## src/rtl/phy_rx_deframer.sv

```systemverilog
// Receive-side PHY deframer: checks preamble/SFD on the 4-bit nibble stream,
// packs nibbles (low half first) into bytes and closes each frame with a
// {len,len} control word plus an error flag. Single clock domain (clk_phy).
// reset_n is asserted asynchronously; its release is expected to be
// synchronous to clk_phy (synchronised upstream).
module phy_rx_deframer #(
  parameter int unsigned MIN_PRE = 4,     // minimum 0x5 nibbles before SFD (<= 15)
  parameter int unsigned MIN_LEN = 64,    // shorter frames are runts
  parameter int unsigned MAX_LEN = 2047   // byte limit, <= 4095
) (
  input  logic        clk_phy,
  input  logic        reset_n,
  input  logic        phy_rx_dv,
  input  logic [3:0]  phy_data_in,
  output logic [7:0]  f_data_out,
  output logic        f_data_valid,
  output logic [23:0] f_ctrl_out,
  output logic        f_ctrl_valid,
  output logic        f_frame_err
);

  localparam logic [3:0]  PreNib = 4'h5;
  localparam logic [3:0]  SfdNib = 4'hD;
  localparam logic [3:0]  PreSat = 4'hF;
  localparam logic [3:0]  MinPre = 4'(MIN_PRE);
  localparam logic [11:0] MinLen = 12'(MIN_LEN);
  localparam logic [11:0] MaxLen = 12'(MAX_LEN);

  typedef enum logic [1:0] {StIdle, StPre, StData, StDrop} state_e;

  state_e      state_q, state_d;
  logic [3:0]  pre_cnt_q, pre_cnt_d;
  logic [11:0] len_q, len_d;
  logic        phase_q, phase_d;     // 1: low nibble held, waiting for high nibble
  logic [3:0]  low_q, low_d;
  logic        ovf_q, ovf_d;         // DROP was entered because of oversize

  logic [7:0]  data_q, data_d;
  logic        data_valid_q, data_valid_d;
  logic [23:0] ctrl_q, ctrl_d;
  logic        ctrl_valid_q, ctrl_valid_d;
  logic        err_q, err_d;

  // Decode conditions shared by the FSM and the datapath.
  logic pre_nib, sfd_nib, pre_ok, len_full;
  always_comb begin
    pre_nib  = (phy_data_in == PreNib);
    sfd_nib  = (phy_data_in == SfdNib);
    pre_ok   = (pre_cnt_q >= MinPre);
    len_full = (len_q == MaxLen);
  end

  // Next-state logic of the frame FSM.
  always_comb begin
    state_d = state_q;
    unique case (state_q)
      StIdle: begin
        if (phy_rx_dv) begin
          state_d = pre_nib ? StPre : StDrop;
        end
      end
      StPre: begin
        if (!phy_rx_dv) begin
          state_d = StIdle;
        end else if (pre_nib) begin
          state_d = StPre;
        end else if (sfd_nib && pre_ok) begin
          state_d = StData;
        end else begin
          state_d = StDrop;
        end
      end
      StData: begin
        if (!phy_rx_dv) begin
          state_d = StIdle;
        end else if (phase_q && len_full) begin
          state_d = StDrop;
        end
      end
      StDrop: begin
        if (!phy_rx_dv) begin
          state_d = StIdle;
        end
      end
      default: state_d = StIdle;
    endcase
  end

  // Datapath: counters, byte assembly and the output strobes.
  always_comb begin
    pre_cnt_d    = pre_cnt_q;
    len_d        = len_q;
    phase_d      = phase_q;
    low_d        = low_q;
    ovf_d        = ovf_q;
    data_d       = data_q;
    data_valid_d = 1'b0;
    ctrl_d       = ctrl_q;
    ctrl_valid_d = 1'b0;
    err_d        = err_q;

    unique case (state_q)
      StIdle: begin
        ovf_d = 1'b0;
        if (phy_rx_dv && pre_nib) begin
          pre_cnt_d = 4'd1;
        end
      end
      StPre: begin
        if (phy_rx_dv) begin
          if (pre_nib) begin
            if (pre_cnt_q != PreSat) begin
              pre_cnt_d = pre_cnt_q + 4'd1;
            end
          end else if (sfd_nib && pre_ok) begin
            len_d   = 12'd0;
            phase_d = 1'b0;
          end else begin
            ovf_d = 1'b0;
          end
        end
      end
      StData: begin
        if (!phy_rx_dv) begin
          // Frame end; a dangling low nibble is dropped but flags the error.
          ctrl_valid_d = 1'b1;
          ctrl_d       = {len_q, len_q};
          err_d        = (len_q < MinLen) | phase_q;
          phase_d      = 1'b0;
        end else if (!phase_q) begin
          low_d   = phy_data_in;
          phase_d = 1'b1;
        end else begin
          phase_d = 1'b0;
          if (len_full) begin
            ovf_d = 1'b1;
          end else begin
            data_d       = {phy_data_in, low_q};
            data_valid_d = 1'b1;
            len_d        = len_q + 12'd1;
          end
        end
      end
      StDrop: begin
        if (!phy_rx_dv) begin
          ovf_d = 1'b0;
          if (ovf_q) begin
            ctrl_valid_d = 1'b1;
            ctrl_d       = {MaxLen, MaxLen};
            err_d        = 1'b1;
          end
        end
      end
      default: begin
        ovf_d = 1'b0;
      end
    endcase
  end

  // FSM state register.
  always_ff @(posedge clk_phy or negedge reset_n) begin
    if (!reset_n) begin
      state_q <= StIdle;
    end else begin
      state_q <= state_d;
    end
  end

  // Datapath and output registers.
  always_ff @(posedge clk_phy or negedge reset_n) begin
    if (!reset_n) begin
      pre_cnt_q    <= 4'd0;
      len_q        <= 12'd0;
      phase_q      <= 1'b0;
      low_q        <= 4'd0;
      ovf_q        <= 1'b0;
      data_q       <= 8'd0;
      data_valid_q <= 1'b0;
      ctrl_q       <= 24'd0;
      ctrl_valid_q <= 1'b0;
      err_q        <= 1'b0;
    end else begin
      pre_cnt_q    <= pre_cnt_d;
      len_q        <= len_d;
      phase_q      <= phase_d;
      low_q        <= low_d;
      ovf_q        <= ovf_d;
      data_q       <= data_d;
      data_valid_q <= data_valid_d;
      ctrl_q       <= ctrl_d;
      ctrl_valid_q <= ctrl_valid_d;
      err_q        <= err_d;
    end
  end

  assign f_data_out   = data_q;
  assign f_data_valid = data_valid_q;
  assign f_ctrl_out   = ctrl_q;
  assign f_ctrl_valid = ctrl_valid_q;
  assign f_frame_err  = err_q;

endmodule

```

## config.mk

```make
export PLATFORM = sky130hd
export DESIGN_NAME = phy_rx_deframer
export DESIGN_NICKNAME = d
export VERILOG_FILES = /design/src/rtl/phy_rx_deframer.sv
export SDC_FILE = /design/constraint.sdc
export NUM_CORES = 1
export LEC_CHECK = 0
export ABC_AREA = 1
export BUFFER_PORTS_ARGS = -buffer_cell sky130_fd_sc_hd__buf_2
export CELL_PAD_IN_SITES_DETAIL_PLACEMENT = 0
export CELL_PAD_IN_SITES_GLOBAL_PLACEMENT = 1
export CORE_ASPECT_RATIO = 0.5
export CORE_UTILIZATION = 25
export CTS_CLUSTER_SIZE = 14
export DETAILED_ROUTE_END_ITERATION = 6
export PLACE_DENSITY_LB_ADDON = 0.1
export RECOVER_POWER = 25
export SYNTH_ARGS = -nofsm -noshare
export SYNTH_HDL_FRONTEND = slang
export SYNTH_SLANG_ARGS = --single-unit
```

## constraint.sdc

```tcl
create_clock -name clk_phy -period 2.4 [get_ports clk_phy]
set_input_delay 0.12 -clock clk_phy [delete_from_list [all_inputs] [get_ports clk_phy]]
set_output_delay 0.12 -clock clk_phy [all_outputs]
set_load 0.1 [all_outputs]
```

==> reports/metrics.cfg, run 1 <==
[synthesis]
ys_top_cells_by_area=dfrtp_1 (48%), nand2_1 (13%), nor2_1 (5.9%)
synth_top_area_frac=0.475
yosys_warnings=0
synth_cell_type_count=28
syn_nets=312
ys_ff_latch=47
syn_area_um2=2470
postSynthCellCount=303
synth.avg_cell_area_um2=8.16
yosysTopAreaCell=dfrtp_1
seq_area_frac_synth=0.475

[worst_hold_path]
holdPathStages=3
worst_hold_path_type=in2reg

[sta]
min_period_ns=1.79
rsz0062_at_grt=false
timing.final.crit_share=0.744
holdWs_ns=0.116
final.setup_skew_ns=0.00693
tightestPinTransition_ns=1.25
max_slew_margin=0.169
slew_viol_final=0
hold_viol_final=0
max_freq_mhz=560
finalWorstSetupSlack_ns=0.615
fin_setup_tns_ns=0
setup_viol=0

[detailed_routing]
drtIter0Drc=76
drc_errors=0
wl_mm=5.94
vias_per_cell=4.17
drt_first_pass_iters=4
ant_nets=0
avgRoutedWirePerCell_um=12.6
vias=1965

[global_routing]
grt_pass1_vias=1991
track_usage=0.132
grt_pass1_wl_mm=10.4
antenna_found_initial=0
grt-ovfl-total=0
grt_max_degree=48

[place]
pre_cts_ws_ns=0.611
dp_cells=463
port_buffers=41
gp_congestion=0.823
place_area_um2=2730
dp_hpwl_mm=4.36

[worst_setup_path]
reg2reg_depth=8
max_stage_delay_ns=0.43
start_kind=flip-flop
crit_type=reg2reg
critPathSlowestCell=dfrtp_1
cp_max_fo=13
crit_chain=ha_1, nand2_1, nor2_4, nand3_1, nand3_4, inv_2, nor2_1, nor2_2
crit_arrival_ns=1.96
critPathRequiredTime_ns=2.58
cp-end-kind=flip-flop

[finish]
nets=345
nFillCells=1064
antenna_cells=0
final_layout_size_suffix_gt1_frac=0.238
finalNonFillerCells=471
multi_input_area_um2=1050
synthToLayoutAreaGrowth_pct=16.3
fin_util=0.303
final_area_um2=2880
regArea_um2=1180

[die]
ios=42
rows=25
die_area_um2=10300
initial_core_util=0.260
placeableCoreArea_um2=9510
fp.dieH_um=72.3
die_w_um=143

[power_and_ir_drop]
pwr-share-seq=0.301
p_clk_frac=0.192
p_int_mw=1.64
ir_drop_uv=571
switchingPower_mw=2.02
power.density_nw_per_um2=1270
swShare=0.552
combPwrFrac=0.507
cellLeakagePower_nw=1.39
power_mw=3.67

[job]
maxCapViolCount=0

[clock_tree]
htree_levels=2
cts_hold_buf=1
insertion_delay_ns=0.29
cts_root_buffer=clkbuf_16
path_clk_slew_ns=0.06
cts_tree=done
cts_buffers=5
clockBufferDepth=2
cts_setup_buffers=0
cts_resized=0
clock_sinks=47

[status]
status=complete, no violations

-- path summary, 6_finish.rpt --
kind | from | endpoint | slack, ns
hold / removal | phy_data_in[0] | f_data_out[4] | 0.12
setup reg to reg | len_q[0] | len_q[0] | 0.61
max in group asynchronous | reset_n | f_data_out[4] | 0.93
hold reg to reg | f_data_out[0] | f_data_out[0] | 0.47
setup / recovery | len_q[0] | len_q[0] | 0.61
min in group asynchronous | reset_n | len_q[6] | 0.72
-- critical path, delay by kind of cell (launching register included) --
kind                       cells  cell delay, ns
and+or+nand+nor                6            0.89
adders and majority gates      1            0.26
buffers and inverters          1            0.10
DFF                            1            0.43
-- cell type report --
cell class	count	share of cell area
Sequential cell	47	0.409
Inverter	28	0.0374
Multi-Input combinational cell	209	0.363
Tap cell	135	0.0587
Clock buffer	6	0.0483
Timing Repair Buffer	45	0.0817
Clock inverter	1	0.00174
-- synth_stat cells --
library cell and n:
a21oi_1 9, a31oi_1 4, a41oi_1 1, buf_2 4, buf_4 12, buf_6 3
dfrtp_1 47, ha_1 2, inv_1 22, inv_2 5, inv_4 1, nand2_1 88
nand2_2 2, nand2_4 1, nand3_1 16, nand3_4 2, nand4_1 7, nand4_4 1
nor2_1 39, nor2_2 6, nor2_4 1, nor3_4 1, o21ai_0 12, o21ai_1 2
o21ai_2 7, or2_2 2, xnor2_1 1, xor2_1 5
-- layout by cell type (no fill, tap or decap), types with 4 or more instances in the layout --
cell	Yosys	final
buf_2	4	41
inv_2	5	5
xor2_1	5	5
nand2_1	88	88
nand4_1	7	7
a21oi_1	9	9
nor2_1	39	39
dfrtp_1	47	47
clkbuf_16	0	5
inv_1	22	22
nor2_2	6	6
o21ai_0	12	12
o21ai_2	7	7
nand3_1	16	16
a31oi_1	4	4
-- power by group through the flow --
stage	clock network, mW	registers (mW)	logic [mW]
after detailed placement	0	1.12	1.87
after floorplan	0	1.97	0.803
after global routing	0.777	1.13	1.96
after global placement	0	1.12	1.87
final	0.704	1.10	1.86
after CTS	0.734	1.11	1.88
-- kinds of logic after synthesis --
kind of cell    after synthesis  synth area share
fa+ha+maj                     2            0.0101
xor+xnor                      6            0.0212
compound gates               35            0.0850
simple gates                166             0.307
flops                        47             0.475
buf+inv                      47             0.102
-- state kept, by name, summed over array words and instances (netlist names) --
| register | count |
|---|---|
| f_frame_err | 1 |
| phase_q | 1 |
| f_data_valid | 1 |
| len_q | 12 |
| low_q | 4 |
| f_ctrl_out | 12 |
| state_q | 2 |
| f_ctrl_valid | 1 |
| f_data_out | 8 |
| pre_cnt_q | 4 |
| ovf_q | 1 |
-- per-layer routing --
metal | global-route usage | vias to the layer above | wire length, um
li1 | - | 1019 | -
met4 | 0.0287 | 0 | 22
met1 | 0.181 | 914 | 3150
met2 | 0.209 | 30 | 2530
met3 | 0.0343 | 2 | 228
met5 | 0 | - | 0
(Power assumes the default switching activity.)
==> run 2: changes to the inputs <==
==> constraint.sdc (replaced) <==
create_clock -name clk_phy -period 1.65 [get_ports clk_phy]
set_input_delay 0.0825 -clock clk_phy [delete_from_list [all_inputs] [get_ports clk_phy]]
set_output_delay 0.0825 -clock clk_phy [all_outputs]
set_load 0.1 [all_outputs]
==> run 2 against run 1 <==
Sequential cell count unchanged. Sequential power increased by 45%. Fmax grew 17%. Power grew 47%. Combinational power up 51%. Core utilization is 2.0 points higher. Clock-buffer cell count is 1 lower. Critical path type unchanged. Highest routed layer unchanged.
==> reports/metrics.cfg, run 2 (synthesized netlist as in run 1, its figures left out) <==
[finish]
final_common_cell=nand2_1
finalNonFillerCells=490  ; +4.0%
synthToLayoutAreaGrowth_pct=24.0
antenna_cells=0  ; unchanged
final_area_um2=3070  ; +6.6%
final_layout_size_suffix_gt1_frac=0.282  ; +0.0436
nets=363  ; +5.2%
final_cell_mix=nand2_1 (88), dfrtp_1 (46), buf_2 (40), nor2_1 (39), inv_1 (22)
fin_util=0.323  ; +0.0199

[detailed_routing]
drc_errors=0  ; unchanged
drt_first_pass_iters=4  ; unchanged
wl_met2_mm=2.71  ; +6.9%
m1WireLength_mm=3.13  ; -0.54%
drtIter0Drc=115  ; +51%
vias_per_cell=4.25  ; +1.9%
vias=2084  ; +6.1%
avgRoutedWirePerCell_um=12.5  ; -1.2%
wl_mm=6.10  ; +2.8%
route.met3.wl_um=231  ; +1.3%
ant_nets=0  ; unchanged
top_layer_used=met4

[place]
gp_congestion=0.810  ; -1.6%
dp_hpwl_mm=4.67  ; +7.0%
dp_cells=481  ; +3.9%
port_buffers=41  ; unchanged
place_area_um2=2910  ; +6.8%
pre_cts_ws_ns=0.0893  ; -0.522 ns

[sta]
slew_viol_final=0  ; unchanged
rsz0062_at_grt=false
final.setup_skew_ns=0.00706  ; +0.000138 ns
hold_viol_final=0  ; unchanged
min_period_ns=1.53  ; -0.260 ns
max_freq_mhz=656  ; +17%
setup_viol=0  ; unchanged
max_slew_margin=0.275  ; +0.105
timing.final.crit_share=0.924  ; +0.181
fin_setup_tns_ns=0  ; unchanged
tightestPinTransition_ns=1.09  ; -0.158 ns
finalWorstSetupSlack_ns=0.125  ; -0.490 ns
holdWs_ns=0.0681  ; -0.0484 ns

[clock_tree]
cts_buffers=5  ; unchanged
clockBufferDepth=2  ; unchanged
cts_tree=done
path_clk_slew_ns=0.07  ; about the same
clock_sinks=47  ; unchanged
cts_root_buffer=clkbuf_16
cts_setup_buffers=0  ; unchanged
htree_levels=2  ; unchanged
insertion_delay_ns=0.29  ; about the same

[die]
die_w_um=143  ; unchanged
die_area_um2=10300  ; unchanged
ios=42  ; unchanged
fp.dieH_um=72.3  ; unchanged
placeableCoreArea_um2=9510  ; unchanged
initial_core_util=0.260  ; unchanged
rows=25  ; unchanged

[status]
status=complete, no violations

[worst_setup_path]
crit_arrival_ns=1.70  ; -0.26 ns
cp_max_fo=11  ; -2
start_kind=flip-flop
critPathRequiredTime_ns=1.83  ; -0.75 ns
crit_type=reg2reg
cp-end-kind=flip-flop

[global_routing]
antenna_found_initial=0  ; unchanged
grt_max_degree=28  ; -42%
grt_pass1_vias=2098  ; +5.4%
grt_pass1_wl_mm=10.5  ; +1.2%
track_usage=0.134  ; +0.00222
grt-ovfl-total=0  ; unchanged

[power_and_ir_drop]
switchingPower_mw=2.98  ; +47%
pwr-share-seq=0.294  ; -0.007
combPwrFrac=0.519  ; +0.012
ir_drop_uv=948  ; +66%
cellLeakagePower_nw=1.50  ; +7.9%
p_clk_frac=0.187  ; -0.005
swShare=0.553  ; +0.000823
power.density_nw_per_um2=1760  ; +38%
power_mw=5.39  ; +47%
p_int_mw=2.41  ; +47%

[job]
maxCapViolCount=0  ; unchanged

[worst_hold_path]
worst_hold_path_type=in2reg

[run 2: cell count changes in the layout (fill, tap and decap cells not counted), sizes merged]
cell | previous run | this run
buf | 43 | 61
clkbuf | 7 | 6
clkinv | 1 | 3
[run 2: path summary, 6_finish.rpt]
path | cells after the start | endpoint | startpoint | slack (ns)
setup reg to reg | 8 | len_q[3] | state_q[0] | 0.12
min in group asynchronous | 2 | len_q[0] | reset_n | 0.51
hold / removal | 3 | f_data_out[4] | phy_data_in[0] | 0.07
setup / recovery | 8 | len_q[3] | state_q[0] | 0.12
hold reg to reg | 2 | f_data_out[2] | low_q[2] | 0.47
max in group asynchronous | 3 | state_q[0] | reset_n | 0.30
[run 2: power groups by stage]
| stage | Sequential, mW | Combinational, mW | Clock [mW] |
|---|---|---|---|
| 2_1_floorplan | 2.86 | 1.17 | 0 |
| 3_3_place_gp | 1.60 | 2.81 | 0 |
| 3_5_place_dp | 1.61 | 2.81 | 0 |
| 4_1_cts | 1.59 | 2.82 | 1.05 |
| 5_1_grt | 1.63 | 2.94 | 1.10 |
| 6_report | 1.59 | 2.80 | 1.01 |
[run 2: final cells by class]
class	instances	area (um2)
clock inverter	3	15.0
clock buffer	5	125
tap	135	169
sequential	47	1180
fill	1068	6440
timing repair buffer	63	422
inverter	28	108
multi-input combinational	209	1050
[run 2: worst max-delay path, cell delays in order (launching register included)]
cell	delay, ns
dfrtp_2	0.45
nor2_2	0.23
buf_12	0.16
inv_4	0.06
nand2_4	0.08
nand3_4	0.14
buf_12	0.18
nand2_1	0.06
o21ai_2	0.05
[run 2: routing by layer]
metal  up-vias  global-route usage
met5         -                   0
met4         0              0.0323
met3         4              0.0337
met2        39               0.215
met1       985               0.182
li1       1056                   -
[run 2: timing repair]
action | CTS | global route
hold buffers | 1 | 0
endpoints found under the setup margin | 0 | 10
gates resized for setup | 0 | 2
hold endpoints to repair | 17 | 0
